File: src/rtl/bmem_line_arbiter_if.sv
// Signal bundle for bmem_line_arbiter: I/D cache line ports, bmem burst pins, error flag.
// master is the arbiter's view; slave is the caches-plus-memory environment.
interface bmem_line_arbiter_if #(
  parameter int BEAT_W = 64,
  parameter int BEATS  = 4
);
  localparam int LINE_W = BEAT_W * BEATS;

  logic [31:0]       i_addr;
  logic              i_read;
  logic [LINE_W-1:0] i_rdata;
  logic              i_resp;

  logic [31:0]       d_addr;
  logic              d_read;
  logic              d_write;
  logic [LINE_W-1:0] d_wdata;
  logic [LINE_W-1:0] d_rdata;
  logic              d_resp;

  logic [31:0]       bmem_addr;
  logic              bmem_read;
  logic              bmem_write;
  logic [BEAT_W-1:0] bmem_wdata;
  logic              bmem_ready;
  logic [31:0]       bmem_raddr;
  logic [BEAT_W-1:0] bmem_rdata;
  logic              bmem_rvalid;

  logic              err;

  modport master (
    input  i_addr, i_read, d_addr, d_read, d_write, d_wdata,
    input  bmem_ready, bmem_raddr, bmem_rdata, bmem_rvalid,
    output i_rdata, i_resp, d_rdata, d_resp,
    output bmem_addr, bmem_read, bmem_write, bmem_wdata, err
  );

  modport slave (
    output i_addr, i_read, d_addr, d_read, d_write, d_wdata,
    output bmem_ready, bmem_raddr, bmem_rdata, bmem_rvalid,
    input  i_rdata, i_resp, d_rdata, d_resp,
    input  bmem_addr, bmem_read, bmem_write, bmem_wdata, err
  );
endinterface

File: src/rtl/bmem_line_arbiter.sv
// Cacheline arbiter between the I/D caches and the banked burst DRAM.
// Issues one read or write burst at a time; returned beats are reassembled per port by address.
//
// state    | meaning
// IDLE     | pick the next eligible port (round-robin when both want service)
// RD_ISSUE | bmem_read held until the memory accepts the line request
// WR_BURST | D line streamed out beat by beat, advancing only on bmem_ready
module bmem_line_arbiter #(
  parameter int BEAT_W = 64,
  parameter int BEATS  = 4
) (
  input logic clk,
  input logic rst,
  bmem_line_arbiter_if.master bus
);
  localparam int LINE_W = BEAT_W * BEATS;
  localparam int CW = (BEATS > 1) ? $clog2(BEATS) : 1;
  localparam logic [CW-1:0] LAST = CW'(BEATS - 1);
  localparam logic [31:0] LINE_MASK = 32'hFFFF_FFE0;

  typedef enum logic [1:0] {IDLE, RD_ISSUE, WR_BURST} state_t;

  state_t                   state;
  logic                     last_d;
  logic                     sel_d;
  logic [CW-1:0]            wcnt;
  logic [CW-1:0]            rcnt_i;
  logic [CW-1:0]            rcnt_d;
  logic                     pend_i;
  logic                     pend_d;
  logic [31:0]              paddr_i;
  logic [31:0]              paddr_d;
  logic [LINE_W-BEAT_W-1:0] rbuf_i;
  logic [LINE_W-BEAT_W-1:0] rbuf_d;

  logic i_elig;
  logic d_elig;
  logic pick_d;
  logic hit_d;
  logic hit_i;

  // A port whose resp is showing this cycle may still hold its request; it is not eligible yet.
  always_comb begin
    i_elig = bus.i_read && !pend_i && !bus.i_resp;
    d_elig = (bus.d_read || bus.d_write) && !pend_d && !bus.d_resp;
    pick_d = d_elig && (!i_elig || !last_d);
    hit_d  = bus.bmem_rvalid && pend_d && (bus.bmem_raddr == paddr_d);
    hit_i  = bus.bmem_rvalid && !hit_d && pend_i && (bus.bmem_raddr == paddr_i);
  end

  always_ff @(posedge clk) begin
    if (rst) begin
      state           <= IDLE;
      last_d          <= 1'b0;
      sel_d           <= 1'b0;
      wcnt            <= '0;
      rcnt_i          <= '0;
      rcnt_d          <= '0;
      pend_i          <= 1'b0;
      pend_d          <= 1'b0;
      paddr_i         <= '0;
      paddr_d         <= '0;
      rbuf_i          <= '0;
      rbuf_d          <= '0;
      bus.bmem_addr   <= '0;
      bus.bmem_read   <= 1'b0;
      bus.bmem_write  <= 1'b0;
      bus.bmem_wdata  <= '0;
      bus.i_rdata     <= '0;
      bus.i_resp      <= 1'b0;
      bus.d_rdata     <= '0;
      bus.d_resp      <= 1'b0;
      bus.err         <= 1'b0;
    end else begin
      bus.i_resp <= 1'b0;
      bus.d_resp <= 1'b0;

      case (state)
        IDLE: begin
          if (pick_d) begin
            last_d        <= 1'b1;
            sel_d         <= 1'b1;
            bus.bmem_addr <= bus.d_addr & LINE_MASK;
            if (bus.d_write) begin
              wcnt           <= '0;
              bus.bmem_write <= 1'b1;
              bus.bmem_wdata <= bus.d_wdata[BEAT_W-1:0];
              state          <= WR_BURST;
            end else begin
              bus.bmem_read <= 1'b1;
              state         <= RD_ISSUE;
            end
          end else if (i_elig) begin
            last_d        <= 1'b0;
            sel_d         <= 1'b0;
            bus.bmem_addr <= bus.i_addr & LINE_MASK;
            bus.bmem_read <= 1'b1;
            state         <= RD_ISSUE;
          end
        end

        RD_ISSUE: begin
          if (bus.bmem_ready) begin
            bus.bmem_read <= 1'b0;
            state         <= IDLE;
            if (sel_d) begin
              pend_d  <= 1'b1;
              paddr_d <= bus.bmem_addr;
            end else begin
              pend_i  <= 1'b1;
              paddr_i <= bus.bmem_addr;
            end
          end
        end

        WR_BURST: begin
          if (bus.bmem_ready) begin
            if (wcnt == LAST) begin
              wcnt           <= '0;
              bus.bmem_write <= 1'b0;
              bus.d_resp     <= 1'b1;
              state          <= IDLE;
            end else begin
              wcnt           <= wcnt + CW'(1);
              bus.bmem_wdata <= bus.d_wdata[(wcnt + CW'(1)) * BEAT_W +: BEAT_W];
            end
          end
        end

        default: state <= IDLE;
      endcase

      // Beats arrive in order, so a shift register leaves beat 0 in the low slot.
      if (hit_d) begin
        if (rcnt_d == LAST) begin
          bus.d_rdata <= {bus.bmem_rdata, rbuf_d};
          bus.d_resp  <= 1'b1;
          pend_d      <= 1'b0;
          rcnt_d      <= '0;
        end else begin
          rbuf_d <= {bus.bmem_rdata, rbuf_d[LINE_W-BEAT_W-1:BEAT_W]};
          rcnt_d <= rcnt_d + CW'(1);
        end
      end

      if (hit_i) begin
        if (rcnt_i == LAST) begin
          bus.i_rdata <= {bus.bmem_rdata, rbuf_i};
          bus.i_resp  <= 1'b1;
          pend_i      <= 1'b0;
          rcnt_i      <= '0;
        end else begin
          rbuf_i <= {bus.bmem_rdata, rbuf_i[LINE_W-BEAT_W-1:BEAT_W]};
          rcnt_i <= rcnt_i + CW'(1);
        end
      end

      if (bus.bmem_rvalid && !hit_d && !hit_i) bus.err <= 1'b1;
    end
  end
endmodule

File: src/flat_wrapper.sv
// flat-port wrapper written by rule: the top's interface ports become plain ports
module bmem_line_arbiter_flat 
#(
  parameter int BEAT_W = 64,
  parameter int BEATS  = 4
)
  (clk, rst, bus_i_addr, bus_i_read, bus_d_addr, bus_d_read, bus_d_write, bus_d_wdata, bus_bmem_ready, bus_bmem_raddr, bus_bmem_rdata, bus_bmem_rvalid, bus_i_rdata, bus_i_resp, bus_d_rdata, bus_d_resp, bus_bmem_addr, bus_bmem_read, bus_bmem_write, bus_bmem_wdata, bus_err);
  bmem_line_arbiter_if #(.BEAT_W(BEAT_W), .BEATS(BEATS)) bus_i ();
  input logic clk;
  input logic rst;
  input wire logic [$bits(bus_i.i_addr)-1:0] bus_i_addr;
  input wire logic [$bits(bus_i.i_read)-1:0] bus_i_read;
  input wire logic [$bits(bus_i.d_addr)-1:0] bus_d_addr;
  input wire logic [$bits(bus_i.d_read)-1:0] bus_d_read;
  input wire logic [$bits(bus_i.d_write)-1:0] bus_d_write;
  input wire logic [$bits(bus_i.d_wdata)-1:0] bus_d_wdata;
  input wire logic [$bits(bus_i.bmem_ready)-1:0] bus_bmem_ready;
  input wire logic [$bits(bus_i.bmem_raddr)-1:0] bus_bmem_raddr;
  input wire logic [$bits(bus_i.bmem_rdata)-1:0] bus_bmem_rdata;
  input wire logic [$bits(bus_i.bmem_rvalid)-1:0] bus_bmem_rvalid;
  output wire logic [$bits(bus_i.i_rdata)-1:0] bus_i_rdata;
  output wire logic [$bits(bus_i.i_resp)-1:0] bus_i_resp;
  output wire logic [$bits(bus_i.d_rdata)-1:0] bus_d_rdata;
  output wire logic [$bits(bus_i.d_resp)-1:0] bus_d_resp;
  output wire logic [$bits(bus_i.bmem_addr)-1:0] bus_bmem_addr;
  output wire logic [$bits(bus_i.bmem_read)-1:0] bus_bmem_read;
  output wire logic [$bits(bus_i.bmem_write)-1:0] bus_bmem_write;
  output wire logic [$bits(bus_i.bmem_wdata)-1:0] bus_bmem_wdata;
  output wire logic [$bits(bus_i.err)-1:0] bus_err;
  assign bus_i.i_addr = bus_i_addr;
  assign bus_i.i_read = bus_i_read;
  assign bus_i.d_addr = bus_d_addr;
  assign bus_i.d_read = bus_d_read;
  assign bus_i.d_write = bus_d_write;
  assign bus_i.d_wdata = bus_d_wdata;
  assign bus_i.bmem_ready = bus_bmem_ready;
  assign bus_i.bmem_raddr = bus_bmem_raddr;
  assign bus_i.bmem_rdata = bus_bmem_rdata;
  assign bus_i.bmem_rvalid = bus_bmem_rvalid;
  assign bus_i_rdata = bus_i.i_rdata;
  assign bus_i_resp = bus_i.i_resp;
  assign bus_d_rdata = bus_i.d_rdata;
  assign bus_d_resp = bus_i.d_resp;
  assign bus_bmem_addr = bus_i.bmem_addr;
  assign bus_bmem_read = bus_i.bmem_read;
  assign bus_bmem_write = bus_i.bmem_write;
  assign bus_bmem_wdata = bus_i.bmem_wdata;
  assign bus_err = bus_i.err;
  bmem_line_arbiter #(.BEAT_W(BEAT_W), .BEATS(BEATS)) u_core (.clk(clk), .rst(rst), .bus(bus_i));
endmodule
File: config.mk
export PLATFORM = sky130hd
export DESIGN_NAME = bmem_line_arbiter_flat
export DESIGN_NICKNAME = d
export VERILOG_FILES = /design/src/rtl/bmem_line_arbiter_if.sv /design/src/rtl/bmem_line_arbiter.sv /design/src/flat_wrapper.sv
export SDC_FILE = /design/constraint.sdc
export NUM_CORES = 2
export LEC_CHECK = 0
export ABC_AREA = 1
export BUFFER_PORTS_ARGS = -buffer_cell sky130_fd_sc_hd__buf_2
export CORE_AREA = 5 5 399 401
export DETAILED_ROUTE_END_ITERATION = 16
export DIE_AREA = 0 0 404 406
export PLACE_DENSITY = 0.5
export REMOVE_ABC_BUFFERS = 1
export SETUP_SLACK_MARGIN = 0.05
export SYNTH_ARGS = -nofsm -noshare
export SYNTH_HDL_FRONTEND = slang
export SYNTH_SLANG_ARGS = --single-unit
export TNS_END_PERCENT = 5
File: constraint.sdc
create_clock -name clk -period 2.8 [get_ports clk]
set_input_delay 0.14 -clock clk [delete_from_list [all_inputs] [get_ports clk]]
set_output_delay 0.14 -clock clk [all_outputs]
set_load 0.01 [all_outputs]
==> out/results.tsv <==
stage	metric	value	unit
power	power_density	627	nW/µm²
detailed_routing	ant_nets	0	
timing	worstMarginPinSlew	1130	ps
worst_setup_path	cp-start-kind	flip-flop	
place	hpwl	148000	µm
worst_setup_path	path_class	flip-flop to flip-flop	
place	place_inst	8751	
logic_synthesis	synth_top_area_share	0.490	
hold_path	hold_depth	9	
die	die_h	406	µm
detailed_routing	initialDrtViolationCount	3236	
cells_and_area	stdcell_count	9281	
worst_setup_path	critPathLaunch	u_core.wcnt[1]$_SDFFE_PP0P_	
cells_and_area	multi_input_area	17900	µm²
logic_synthesis	ys_seq_area_frac	0.490	
die	dieArea	164000	µm²
cells_and_area	drive_gt1_frac	0.209	
worst_setup_path	crit_required	3460	ps
detailed_routing	firstDrtPassIters	5	
die	num_rows	145	
logic_synthesis	postSynthCellCount	6013	
clock_network	cts-root-buf	clkbuf_16	
clock_network	cts_buffer_depth	3	
detailed_routing	wl	207000	µm
worst_setup_path	critical_path.max_fanout	64	
logic_synthesis	syn_area_per_cell	7.18	µm²
global_routing	grt_overflow	0	
timing	maxSlewHeadroom	0.248	
timing	rsz0062_at_grt	false	
worst_setup_path	reg2reg_from	u_core.wcnt[1]$_SDFFE_PP0P_	
job	maxCapViolCount	0	
power	power_leakage	26.4	nW
clock_network	clock-sinks	1057	
clock_network	numCtsBuffers	120	
power	ir_drop	507	µV
worst_setup_path	r2r_slack	180	ps
die	start_util	0.278	
die	io_pins	1036	
global_routing	grt_pass1_wl	293000	µm
status	status	finished clean	
place	placed_cell_area	50800	µm²
clock_network	clock_latency	750	ps
global_routing	grt_max_degree	133	
cells_and_area	areaGrowthSynthToFinish	33.5	%
worst_setup_path	cp-end-kind	flip-flop	
detailed_routing	vias_per_cell	4.81	
logic_synthesis	ys.warnings.count	0	
logic_synthesis	ys_ff_latch	1057	
die	die_x	404	µm
place	numPortBuffers	1020	
logic_synthesis	syn_area	43200	µm²
clock_network	htree_levels	3	
cells_and_area	regArea	21200	µm²
cells_and_area	fill_cells	16600	
timing	finalSetupTns	0	ps
detailed_routing	vias	44600	
hold_path	hp-class	input pin to flip-flop	
detailed_routing	drcViolationCount	0	
worst_setup_path	worstPathArrival	3280	ps
global_routing	grt_pass1_vias	41500	
timing	maxSlewViolCount	0	
timing	clock-skew-final	81.6	ps
worst_setup_path	reg2reg_depth	7	
timing	finalCritPeriodShare	0.937	
cells_and_area	layout_commonest_cell	nor2_1	
cells_and_area	nets	7513	
hold_path	hold_path.startpoint	bus_bmem_raddr[9]	
logic_synthesis	ys_top_cells_by_area	dfxtp_1, nor2_1, nand2_1	
cells_and_area	fin_area	57600	µm²
timing	setup_violations	0	
clock_network	clkTransAtPathRegs	60	ps
place	gp_congestion	0.956	
timing	fmax	381	MHz
cells_and_area	final_cell_mix	nor2_1, dfxtp_1, buf_2	
global_routing	antenna_found_initial	83	
timing	period_minus_slack	2620	ps
global_routing	grtUsageTotal	0.238	
logic_synthesis	post-synth-top-area-cell	dfxtp_1	
detailed_routing	wire_per_inst	22.3	µm
clock_network	cts_tree	yes	
logic_synthesis	synth_cell_types	32	
die	coreArea	155000	µm²
timing	hold_violations	0	
-- critical path: stages, from the launching register on --
cell           delay [ps]
dfxtp_1               320
clkinv_1              210
clkbuf_8              510
o21ai_0               380
o211ai_1              260
o2111ai_1             130
dlygate4sd3_1         600
a21oi_1               110
-- power breakdown --
group | internal, W | switching, W
clock | 0.00916 | 0.00684
sequential | 0.0153 | 0.000269
combinational | 0.00167 | 0.00283
-- sequential cells by signal, summed over array words and instances (netlist names), 2 cells and up --
register,count
u_core.bus.d_rdata,256
u_core.bus.i_rdata,256
u_core.rbuf_d,192
u_core.rbuf_i,192
u_core.bus.bmem_wdata,64
u_core.bus.bmem_addr,27
u_core.paddr_d,27
u_core.paddr_i,27
u_core.rcnt_d,2
u_core.rcnt_i,2
u_core.state,2
u_core.wcnt,2
-- cells in the mapped netlist (all sizes together) --
library cell and count:
nor2 1238, dfxtp 1057, nand2 1004, o21ai 572
inv 570, nand4 460, clkbuf 304, nand3 302
buf 196, a21oi 124, o211ai 91, o2111ai 64
nor3 6, xnor2 4, ha 3, nor3b 3
clkinv 2, nor2b 2, o21a 2, or2 2
a21boi 1, and2 1, conb 1, nand2b 1
nand3b 1, nor4 1, xor2 1
-- logic make-up after synthesis --
family | after synthesis | share of synthesized area
xor+xnor | 5 | 0.00101
flops | 1057 | 0.490
other cells | 1 | 0.0000869
fa+ha+maj | 3 | 0.000870
simple gates | 3021 | 0.299
compound gates | 854 | 0.110
buf+inv | 1072 | 0.0985
-- timing repair --
action                                 in CTS  in global routing
resized for setup                           0                  8
buffers inserted                            0                  5
setup endpoints to repair                   0                 99
hold buffers                              265                  1
endpoints found under the hold margin     383                  1
-- path summary, 6_finish.rpt --
check / to
worst max-delay path: u_core.bus.bmem_wdata[47]$_SDFFE_PP0P_
worst min-delay path: u_core.rcnt_d[1]$_SDFFE_PP0N_
worst max register to register: u_core.bus.bmem_wdata[47]$_SDFFE_PP0P_
worst min register to register: u_core.bus.i_rdata[30]$_SDFFE_PP0P_
-- final cells by class --
cell class,count,share of cell area
repair buffers,1447,0.168
multi-input cells,3889,0.310
diodes,36,0.00156
clock buffers,176,0.0615
flip-flops and latches,1057,0.367
well taps,2058,0.0447
inverters,572,0.0378
clock inverters,46,0.00838
-- through the flow --
stage	util	power, W	worst slack (ps)	hold slack [ps]
floorplan	-	0.0182	-15810	209
global placement	0.327	0.0198	222	425
detailed placement	0.327	0.0198	217	430
CTS	0.370	0.0365	72.1	1.37
global route	0.371	0.0375	83.9	68.9
finish	0.371	0.0361	176	55.7
-- layer usage --
| layer | up-vias | GRT usage | share of wire |
|---|---|---|---|
| met5 | - | 0 | 0.00095 |
| li1 | 21700 | - | - |
| met4 | 30 | 0.109 | 0.048 |
| met3 | 376 | 0.0761 | 0.085 |
| met1 | 21100 | 0.298 | 0.42 |
| met2 | 1416 | 0.374 | 0.45 |
Power figures use the tool's default switching activity.
